**config.mk**
```make
export PLATFORM = sky130hd
export DESIGN_NAME = rv_core_exec
export DESIGN_NICKNAME = d
export VERILOG_FILES = /design/src/rtl/rv_core_exec.sv
export SDC_FILE = /design/constraint.sdc
export NUM_CORES = 1
export LEC_CHECK = 0
export CAP_MARGIN = 30
export CORE_ASPECT_RATIO = 2
export CORE_MARGIN = 2
export CORE_UTILIZATION = 52
export DETAILED_ROUTE_END_ITERATION = 8
export HOLD_SLACK_MARGIN = 0.12
export PLACE_DENSITY = 0.84
export SYNTH_ARGS = -nofsm -noshare
export SYNTH_HDL_FRONTEND = slang
export SYNTH_SLANG_ARGS = --single-unit
```
**constraint.sdc**
```tcl
create_clock -name clk -period 10.6 [get_ports clk]
set_input_delay 3.18 -clock clk [delete_from_list [all_inputs] [get_ports clk]]
set_output_delay 3.18 -clock clk [all_outputs]
set_load 0.01 [all_outputs]
```
**src/rtl/rv_core_exec.sv**
```systemverilog
// Single-cycle RV32I execution slice: PC register, main decoder and ALU.
// Handles R-type and I-type ALU operations plus beq/bne branches.
module rv_core_exec #(
   parameter int DATA_WIDTH = 32
) (
   input  logic                  clk,
   input  logic                  rst,
   input  logic [31:0]           instr,
   input  logic [DATA_WIDTH-1:0] rd1,
   input  logic [DATA_WIDTH-1:0] rd2,
   input  logic [DATA_WIDTH-1:0] imm_op,
   output logic [DATA_WIDTH-1:0] pc_out,
   output logic [DATA_WIDTH-1:0] alu_out,
   output logic                  eq,
   output logic                  reg_write,
   output logic [1:0]            imm_src,
   output logic                  alu_src,
   output logic [2:0]            alu_ctrl,
   output logic                  pc_src
);

   localparam logic [6:0] OP_R      = 7'b0110011;
   localparam logic [6:0] OP_I_ALU  = 7'b0010011;
   localparam logic [6:0] OP_BRANCH = 7'b1100011;

   localparam logic [2:0] ALU_ADD = 3'b000;
   localparam logic [2:0] ALU_SUB = 3'b001;
   localparam logic [2:0] ALU_AND = 3'b010;
   localparam logic [2:0] ALU_OR  = 3'b011;
   localparam logic [2:0] ALU_SLT = 3'b101;

   logic [6:0]            opcode;
   logic [2:0]            funct3;
   logic                  funct7_5;
   logic [DATA_WIDTH-1:0] op2;
   logic [DATA_WIDTH-1:0] pc_reg;
   logic [DATA_WIDTH-1:0] pc_next;
   logic                  unused_instr_bits;

   assign opcode   = instr[6:0];
   assign funct3   = instr[14:12];
   assign funct7_5 = instr[30];
   assign unused_instr_bits = ^{instr[31], instr[29:15], instr[11:7]};

   // Main decoder; the branch decision needs eq, so it shares the same process.
   always_comb begin
      reg_write = 1'b0;
      alu_src   = 1'b0;
      imm_src   = 2'b00;
      alu_ctrl  = ALU_ADD;
      pc_src    = 1'b0;
      case (opcode)
         OP_R: begin
            reg_write = 1'b1;
            case (funct3)
               3'b000:  alu_ctrl = funct7_5 ? ALU_SUB : ALU_ADD;
               3'b111:  alu_ctrl = ALU_AND;
               3'b110:  alu_ctrl = ALU_OR;
               3'b010:  alu_ctrl = ALU_SLT;
               default: alu_ctrl = ALU_ADD;
            endcase
         end
         OP_I_ALU: begin
            reg_write = 1'b1;
            alu_src   = 1'b1;
            case (funct3)
               3'b111:  alu_ctrl = ALU_AND;
               3'b110:  alu_ctrl = ALU_OR;
               3'b010:  alu_ctrl = ALU_SLT;
               default: alu_ctrl = ALU_ADD;
            endcase
         end
         OP_BRANCH: begin
            imm_src  = 2'b01;
            alu_ctrl = ALU_SUB;
            case (funct3)
               3'b000:  pc_src = eq;
               3'b001:  pc_src = ~eq;
               default: pc_src = 1'b0;
            endcase
         end
         default: ;
      endcase
   end

   assign op2 = alu_src ? imm_op : rd2;
   assign eq  = (rd1 == op2);

   always_comb begin
      alu_out = '0;
      case (alu_ctrl)
         ALU_ADD: alu_out = rd1 + op2;
         ALU_SUB: alu_out = rd1 - op2;
         ALU_AND: alu_out = rd1 & op2;
         ALU_OR:  alu_out = rd1 | op2;
         ALU_SLT: alu_out = {{(DATA_WIDTH-1){1'b0}}, ($signed(rd1) < $signed(op2))};
         default: alu_out = '0;
      endcase
   end

   // Branch targets are PC-relative; both paths wrap modulo 2^DATA_WIDTH.
   assign pc_next = pc_reg + (pc_src ? imm_op : DATA_WIDTH'(4));

   always_ff @(posedge clk or negedge rst) begin
      if (!rst) pc_reg <= '0;
      else      pc_reg <= pc_next;
   end

   assign pc_out = pc_reg;

endmodule

```
==> results of run 1 <==
-- layer usage --
metal,part of all wire [%],up-vias
li1,-,4816
met1,34,4888
met2,54,504
met3,4.9,170
met4,6.9,0
met5,0,-
-- power by group through the flow --
stage | logic [W] | clock network, W | registers [W]
after global placement | 0.000574 | 0 | 0.000152
after detailed placement | 0.000583 | 0 | 0.000152
after floorplan | 0.000289 | 0 | 0.000157
final | 0.000611 | 0.000154 | 0.000150
after CTS | 0.000595 | 0.000153 | 0.000150
after global routing | 0.000656 | 0.000159 | 0.000151
-- worst max-delay path, cell delays in order --
cell	delay, ps
clkdlybuf4s50_1	510
nand4bb_4	150
nor3_4	170
buf_12	170
buf_6	170
buf_4	170
mux2_2	360
inv_1	80
ha_1	290
buf_4	190
buf_4	130
nor3_1	150
nand4_1	260
nor4_4	270
xnor2_1	150
nor4_4	250
buf_12	160
clkdlybuf4s50_1	530
-- layout make-up --
| cell class | count | area [sq um] | area share [%] |
|---|---|---|---|
| inverter | 112 | 420 | 3.46 |
| multi-input combinational | 960 | 7220 | 59.4 |
| clock buffer | 7 | 153 | 1.26 |
| sequential | 32 | 801 | 6.59 |
| timing repair buffer | 375 | 3310 | 27.2 |
| tap | 201 | 251 | 2.07 |
-- final timing paths --
check,from,to,slack (ps),cells after the start
max,instr[1],pc_src,50,18
max in group asynchronous,rst,pc_out[24],6950,2
min,pc_out[0],pc_out[0],510,1
max reg2reg,pc_out[0],pc_out[24],7410,10
min reg2reg,pc_out[0],pc_out[0],510,1
min in group asynchronous,rst,pc_out[7],3310,2
-- stage by stage --
step                setup WS [ps]  utilization, %  cells  area [sq um]  setup TNS, ps
finish                       51.3            77.0   1687         12200              0
global route                -73.1            77.0   1687         12200           -137
CTS                          8.91            75.9   1680         12000              0
detailed placement           -330            73.6   1669         11600          -4120
global placement             -252            73.6   1669         11600          -2760
floorplan                     437               -   1152          8340              0
-- what timing repair did --
action | 4_1_cts | 5_1_grt
buffers inserted | 4 | 7
resized for setup | 42 | 45
endpoints found under the setup margin | 21 | 19
gates cloned | 0 | 0
pin swaps | 6 | 11
-- logic make-up (layout without fill, tap and decap cells) --
| family | count (synthesis) | after routing | synth area share, % |
|---|---|---|---|
| AND/OR/NAND/NOR | 364 | 364 | 22.7 |
| buffers and inverters | 160 | 494 | 7.49 |
| multiplexers | 45 | 45 | 5.91 |
| adder cells (fa/ha/maj) | 136 | 136 | 20.7 |
| XOR/XNOR | 47 | 47 | 4.94 |
| flip-flops | 32 | 32 | 9.60 |
| other | 1 | 1 | 0.0450 |
| AO/OA/AOI/OAI | 367 | 367 | 28.7 |
-- Yosys cell counts (14+ instances only) --
cell type and instances:
inv_1 108, xnor2_1 36, nand2_1 86, ha_1 133
mux2_2 34, and2_1 39, clkbuf_1 34, o22ai_1 15
o211ai_1 16, o21a_1 14, dfrtp_1 32, nand3_1 26
nor3_1 30, nor2_1 89, a21oi_1 114, a21o_1 18
a31oi_1 19, a211oi_1 16, o21ai_0 53
==> impl_metrics.env, run 1 <==
export IMPL_synth_ff_type="dfrtp_1"
export IMPL_cts_sinks=32
export IMPL_initial_core_util_pct=52.9
export IMPL_netlist_area_leader_share_pct=20.0
export IMPL_ioPinCount=203
export IMPL_use_met1_pct=35.9
export IMPL_fmax_ghz=0.0948
export IMPL_core_sq_um=15800
export IMPL_final_hold_viol_count=0
export IMPL_critPathRequiredTime_ps=7420
export IMPL_cp_max_fo=14
export IMPL_fp_dieH_microns=183
export IMPL_switchingPower_w=0.000373
export IMPL_ir_drop_uv=56.9
export IMPL_p_sw_share_pct=40.7
export IMPL_grt_max_degree=75
export IMPL_rows=65
export IMPL_avgSynthCellArea_sq_um=7.24
export IMPL_post_synth_top_area_cell="ha_1"
export IMPL_overflow=0
export IMPL_syn_inst=1152
export IMPL_status="complete, no violations"
export IMPL_die_x_microns=93.5
export IMPL_rsz0062_at_grt="yes"
export IMPL_ys_seq_area_share_pct=9.60
export IMPL_grt_antenna_before_repair=0
export IMPL_largest_register_ffs=32
export IMPL_use_met2_pct=70.4
export IMPL_mostFrequentLayoutCells="buf_4 (191), clkdlybuf4s50_1 (161), ha_1 (128), inv_1 (108), a21oi_1 (107)"
export IMPL_ctsLongestPathBuffers=2
export IMPL_hold_buffers=0
export IMPL_drive_gt1_share_pct=20.7
export IMPL_end_kind="output port"
export IMPL_die_area_sq_um=17100
export IMPL_criticalPathCategory="in2out"
export IMPL_cts_tree="built"
export IMPL_setup_viol=0
export IMPL_grt_first_pass_wirelength_mm=50.7
export IMPL_min_period_ps=10550
export IMPL_holdWs_ps=515
export IMPL_met3_usage_pct=3.94
export IMPL_place_gp_congestion=1.00
export IMPL_power_frac_seq_pct=16.4
export IMPL_synth_seq_cells=32
export IMPL_ant_nets=0
export IMPL_syn_area_sq_um=8340
export IMPL_drt_pass1_iterations=5
export IMPL_via_count=10400
export IMPL_maxSlewHeadroom_pct=45.1
export IMPL_synth_nets=1418
export IMPL_period_share_pct=99.5
export IMPL_dp_hpwl_mm=25.7
export IMPL_max_cap_viol_count=0
export IMPL_combPwrFrac_pct=66.7
export IMPL_cts_buffers=5
export IMPL_worstMarginPinSlew_ps=818
export IMPL_insertion_delay_ps=290
export IMPL_power_clock_fraction_pct=16.9
export IMPL_synth_edf_count=0
export IMPL_synth_top_cells_by_area="ha_1 (20%), dfrtp_1 (9.6%), a21oi_1 (6.8%)"
export IMPL_grt_usage_pct=36.9
export IMPL_power_density_nw_per_um2=75.4
export IMPL_cts_root_buffer="clkbuf_16"
export IMPL_antenna_cells=0
export IMPL_worst_setup_path_start_kind="primary input"
export IMPL_p_int_w=0.000543
export IMPL_final_nets=1752
export IMPL_vias_per_cell=6.15
export IMPL_routedWlPerCell_microns=19.4
export IMPL_synth_distinct_cells=89
export IMPL_busiest_layer="met2"
export IMPL_drt_iter0_markers=712
export IMPL_htreeDepth=2
export IMPL_port_buffers=180
export IMPL_power_w=0.000916
export IMPL_layout_commonest_cell="buf_4"
export IMPL_path_clk_slew_ps=60
export IMPL_p_leak_nw=5.96
export IMPL_route_detailed_drc=0
export IMPL_yosysWarnings=0
export IMPL_async_flop_share_pct=100
export IMPL_slew_violations=0
export IMPL_routed_wl_mm=32.7
export IMPL_area_growth_pct=45.7
export IMPL_fillers=1186
export IMPL_grt_pass1_vias=10700
export IMPL_hold_class="reg2reg"
export IMPL_skew_ps=6.00
export IMPL_arrival_ps=7370
No activity file was read; power rests on OpenSTA's default activity.
==> run 2: changes to the inputs <==
Settings changed: SLEW_MARGIN set to 20.
==> results of run 2 <==
The final DEF is identical to that of run 1; final timing and power are the same.
==> run 3: changes to the inputs <==
Settings changed: SLEW_MARGIN 20 to not set.
==> results of run 3 <==
The final DEF is identical to that of run 1; final timing and power are the same.
